File: src/rtl/mux_pkg.sv
// rtl/mux_pkg.sv - shared defaults, state encoding and select-width helper for the N-way mux
package mux_pkg;

    localparam int DEF_WIDTH = 32;
    localparam int DEF_N     = 8;
    localparam int DEF_CNTW  = 16;

    typedef enum logic {
        ST_EMPTY = 1'b0,
        ST_FULL  = 1'b1
    } mux_state_t;

    // A one-channel or two-channel mux still needs a 1-bit select port
    function automatic int sel_width(input int n);
        return (n <= 2) ? 1 : $clog2(n);
    endfunction

endpackage

File: src/rtl/mux_nway_comb.sv
// rtl/mux_nway_comb.sv - combinational N-way WIDTH-bit selector, zero word for out-of-range select
module mux_nway_comb
    import mux_pkg::*;
#(
    parameter int WIDTH = DEF_WIDTH,
    parameter int N     = DEF_N,
    parameter int SELW  = sel_width(N)
) (
    input  logic [N*WIDTH-1:0] i_data,
    input  logic [SELW-1:0]    i_sel,
    output logic [WIDTH-1:0]   o_data
);

    // Equality match per channel: a select with no matching channel leaves the word at zero
    always_comb begin
        o_data = '0;
        for (int k = 0; k < N; k++) begin
            if (i_sel == SELW'(k)) begin
                o_data = i_data[k*WIDTH +: WIDTH];
            end
        end
    end

endmodule

File: src/rtl/mux_nway_reg.sv
// rtl/mux_nway_reg.sv - registered N-way selector with valid/ready handshake and accept counter (option: MUX_SEL_ERR_EN)
module mux_nway_reg
    import mux_pkg::*;
#(
    parameter int WIDTH = DEF_WIDTH,
    parameter int N     = DEF_N,
    parameter int SELW  = sel_width(N),
    parameter int CNTW  = DEF_CNTW
) (
    input  logic               clk,
    input  logic               reset,
    input  logic [N*WIDTH-1:0] in_data,
    input  logic [SELW-1:0]    in_sel,
    input  logic               in_valid,
    output logic               in_ready,
    output logic [WIDTH-1:0]   out_data,
    output logic [SELW-1:0]    out_sel,
    output logic               out_valid,
    input  logic               out_ready,
    output logic [CNTW-1:0]    xfer_cnt,
    output logic               sel_err
);

    mux_state_t       r_state;
    mux_state_t       w_state_nxt;
    logic [WIDTH-1:0] r_data;
    logic [SELW-1:0]  r_sel;
    logic [CNTW-1:0]  r_cnt;
    logic [WIDTH-1:0] w_sel_data;
    logic             w_accept;
    logic             w_consume;

    mux_nway_comb #(
        .WIDTH (WIDTH),
        .N     (N),
        .SELW  (SELW)
    ) u_comb (
        .i_data (in_data),
        .i_sel  (in_sel),
        .o_data (w_sel_data)
    );

    // in_ready depends only on the output register and downstream, never on in_valid
    assign in_ready  = (r_state == ST_EMPTY) | out_ready;
    assign w_accept  = in_valid & in_ready;
    assign w_consume = (r_state == ST_FULL) & out_ready;

    always_ff @(posedge clk or posedge reset) begin
        if (reset) begin
            r_state <= ST_EMPTY;
        end else begin
            r_state <= w_state_nxt;
        end
    end

    always_comb begin
        w_state_nxt = r_state;
        case (r_state)
            ST_EMPTY: if (w_accept) w_state_nxt = ST_FULL;
            ST_FULL:  if (w_consume && !w_accept) w_state_nxt = ST_EMPTY;
            default:  w_state_nxt = ST_EMPTY;
        endcase
    end

    always_ff @(posedge clk or posedge reset) begin
        if (reset) begin
            r_data <= '0;
            r_sel  <= '0;
            r_cnt  <= '0;
        end else if (w_accept) begin
            r_data <= w_sel_data;
            r_sel  <= in_sel;
            r_cnt  <= r_cnt + CNTW'(1);
        end
    end

    assign out_data  = r_data;
    assign out_sel   = r_sel;
    assign out_valid = (r_state == ST_FULL);
    assign xfer_cnt  = r_cnt;

`ifdef MUX_SEL_ERR_EN
    logic w_illegal;
    logic r_sel_err;

    // Only a non-power-of-two N leaves select codes without a channel
    if ((1 << SELW) > N) begin : g_sel_chk
        assign w_illegal = (in_sel >= SELW'(N));
    end else begin : g_sel_nochk
        assign w_illegal = 1'b0;
    end

    always_ff @(posedge clk or posedge reset) begin
        if (reset) begin
            r_sel_err <= 1'b0;
        end else if (w_accept && w_illegal) begin
            r_sel_err <= 1'b1;
        end
    end

    assign sel_err = r_sel_err;

`ifndef SYNTHESIS
    always @(posedge clk) begin
        if (!reset && w_accept && w_illegal) begin
            $error("mux_nway_reg: illegal select %0d accepted (N=%0d)", in_sel, N);
        end
    end
`endif
`else
    assign sel_err = 1'b0;
`endif

endmodule

File: config.mk
export PLATFORM = sky130hd
export DESIGN_NAME = mux_nway_reg
export DESIGN_NICKNAME = d
export VERILOG_FILES = /design/src/rtl/mux_pkg.sv /design/src/rtl/mux_nway_comb.sv /design/src/rtl/mux_nway_reg.sv
export SDC_FILE = /design/constraint.sdc
export NUM_CORES = 1
export LEC_CHECK = 0
export CAP_MARGIN = 20
export CORE_MARGIN = 8
export CORE_UTILIZATION = 32
export CTS_CLUSTER_DIAMETER = 50
export DETAILED_ROUTE_END_ITERATION = 6
export PLACE_DENSITY = 0.79
export SYNTH_ARGS = -nofsm -noshare
export SYNTH_HDL_FRONTEND = slang
export SYNTH_HIERARCHICAL = 1
export SYNTH_SLANG_ARGS = --single-unit
File: constraint.sdc
create_clock -name clk -period 1.65 [get_ports clk]
set_input_delay 0.495 -clock clk [delete_from_list [all_inputs] [get_ports clk]]
set_output_delay 0.495 -clock clk [all_outputs]
set_load 0.05 [all_outputs]
==> metrics <==
Core Area roughly 0.013 mm2; placed cell areas 0.00839 mm2; Max Slew Vio Count 0; overall global routing resource usage 22.2%; vias in the first global route 5165; P&R area growth vs syn 105%; CTS HTree Levels 2; Cells after DPL slightly below 900; Overflow after GRT 0; # hold bufs at CTS 0; CTS Sinks 52; routed length per placed instance 22.9 um; syn nets 649; Clk pin slew, worst setup/hold paths ~0.080 ns; EDFF count, synth 0; Yosys top cell by area dfrtp_1; Longest Clk Path Bufs 2; Synth Warn # 6; Final Hold Vio Count 0; Power per Cell Area around 800 mW/mm2; leakage power ~4.0 nW; VDD IR max 1230 uV; CTS tree built; Synth Register Bits 52; CP required 1.83 ns; fin nets 979; CP Max Fanout 14; Ports 317; outcome complete, but fails checks; Final Cycle Share 100%; Finished Layout Cells 894; pre-CTS WS -0.579 ns; Post-Synthesis Cell Area 0.00431 mm2; layout cells sized above 1 27.8%; Initial Util between 30% and 40%; DRC Markers 0; Worst-Skew Late Latency 0.30 ns; RePlAce Congestion 0.845; DRT Wirelength 20.5 mm; die height 132 um; Setup CP Type in2reg; initial drt markers 185; Main synth FF type dfrtp_1; PnR worst setup slack -0.00130 ns; via count 4536; top-count cell post-synth mux2i_1; final setup vio count 1; die area 0.0174 mm2; DRT antenna net count 0; first-pass GRT wire length roughly 31 mm; critical path capture point type register; Tot Pwr 7.06 mW; TritonRoute pass-1 iters 5; CTS buffer count 5; Synth top cells by count 78 x mux2i_1, 52 x dfrtp_1, 31 x nor2_1; skew final around 0.0076 ns; port bufs 315; cells after synthesis 385; Vias/cell 5.07; Rows 42; hpwl dp 16.0 mm; WHS 0.535 ns; Die X 132 um; antenna violations before repair 2; largest net degree at the start of global routing 53; FFs w/ async S/R, synth 100%; Critical Path Start Type input port; Area contributors post-synth dfrtp_1 30%, mux2i_1 18%, mux2_2 7.6%, mux2_4 7.3%, mux4_2 6.3%; Max-Cap Viols 0; Max Fclk 0.606 GHz; Mean Syn Cell Area between 10 and 15 um2; root buffer cell clkbuf_16; fin area 0.00884 mm2; post-synth top area share a little under a third; WP data arrival 1.83 ns; failing checks setup timing; sequential share of the synthesized area between 30% and 40%; post-synthesis cell type count 35; Tightest Hold Check Type reg2reg; RSZ-0062 raised after global routing true; final period demand of the worst path between 1.5 and 2 ns
## registers in the layout, summed over array words and instances (netlist names)
register / count
out_data: 32
xfer_cnt: 16
out_valid: 1
out_sel: 3
## through the flow
stage | setup TNS (ns) | utilization [%]
4_1_cts | -0.00370 | 66.4
6_report | -0.00130 | 67.0
2_1_floorplan | -4.51 | -
5_1_grt | -0.0428 | 67.0
3_3_place_gp | -25.92 | 63.5
3_5_place_dp | -20.42 | 63.6
## worst max-delay path, stage by stage
cell and delay [ns]:
buf_12 0.18, buf_4 0.24, mux4_2 0.53, nand2_1 0.08, nand2_1 0.05, mux2_2 0.25
## power by group
part | leakage (nW) | switching (mW) | internal, mW
combinational | 3.29 | 1.79 | 2.26
sequential | 0.629 | 0.367 | 1.55
clock | 0.0748 | 0.509 | 0.577
## cell families (layout without fill, tap and decap cells)
family | after synthesis | in the layout | synth area share (%)
AO/OA/AOI/OAI | 52 | 52 | 9.05
XOR/XNOR | 15 | 15 | 3.05
adder cells (fa/ha/maj) | 1 | 1 | 0.290
buffers and inverters | 37 | 368 | 5.25
flip-flops | 52 | 52 | 30.2
multiplexers | 152 | 152 | 42.4
other | 1 | 3 | 0.0869
AND/OR/NAND/NOR | 75 | 75 | 9.72
## path summary, 6_finish.rpt
path                            cells after the start         from      endpoint  slack, ns
worst max register to register                      5    out_valid  out_data[10]       0.19
max in group asynchronous                           3        reset  out_data[28]       0.78
worst min-delay path                                1  xfer_cnt[6]   xfer_cnt[6]       0.54
worst max-delay path                                6    in_sel[0]   out_data[1]     -0.001
min in group asynchronous                           3        reset  out_data[24]       0.62
worst min register to register                      1  xfer_cnt[6]   xfer_cnt[6]       0.54
## area by class of cell
type | count | area [um2]
inverter | 5 | 22.5
timing repair buffer | 355 | 4260
clock inverter | 3 | 26.3
antenna | 2 | 5.00
fill | 995 | 4350
sequential | 52 | 1310
tap | 176 | 220
clock buffer | 5 | 125
multi-input combinational | 296 | 2870
## metal layers
metal / global-route usage (%) / share of wire, % / up-vias
met5: 0 / 0 / -
met4: 5.87 / 1.7 / 0
met3: 6.94 / 8.9 / 18
met2: 40.6 / 53 / 236
met1: 24.1 / 37 / 2180
li1: - / - / 2102
## cell usage in the layout (no fill, tap or decap), types with 2 or more instances in the layout
cell type / count
a211o_1: 26
buf_12: 61
buf_16: 6
buf_4: 19
buf_6: 4
buf_8: 2
clkbuf_16: 7
clkdlybuf4s50_1: 256
dfrtp_1: 47
dfrtp_2: 5
diode_2: 2
dlymetal6s2s_1: 2
inv_1: 4
inv_6: 2
mux2_1: 3
mux2_2: 29
mux2_4: 30
mux2i_1: 76
mux2i_2: 2
mux4_2: 12
nand2_1: 16
nand2b_1: 6
nand2b_4: 2
nand3_1: 5
nor2_1: 31
nor4_4: 2
o22ai_1: 25
xnor2_1: 8
xor2_1: 7
## what timing repair did
item                       CTS  global route
buffers inserted             1             1
setup endpoints to repair   33            29
pin swaps                    0             2
gates cloned                 5             2
gates resized for setup     26            13
Note: power is estimated with default switching activity, not from simulation.
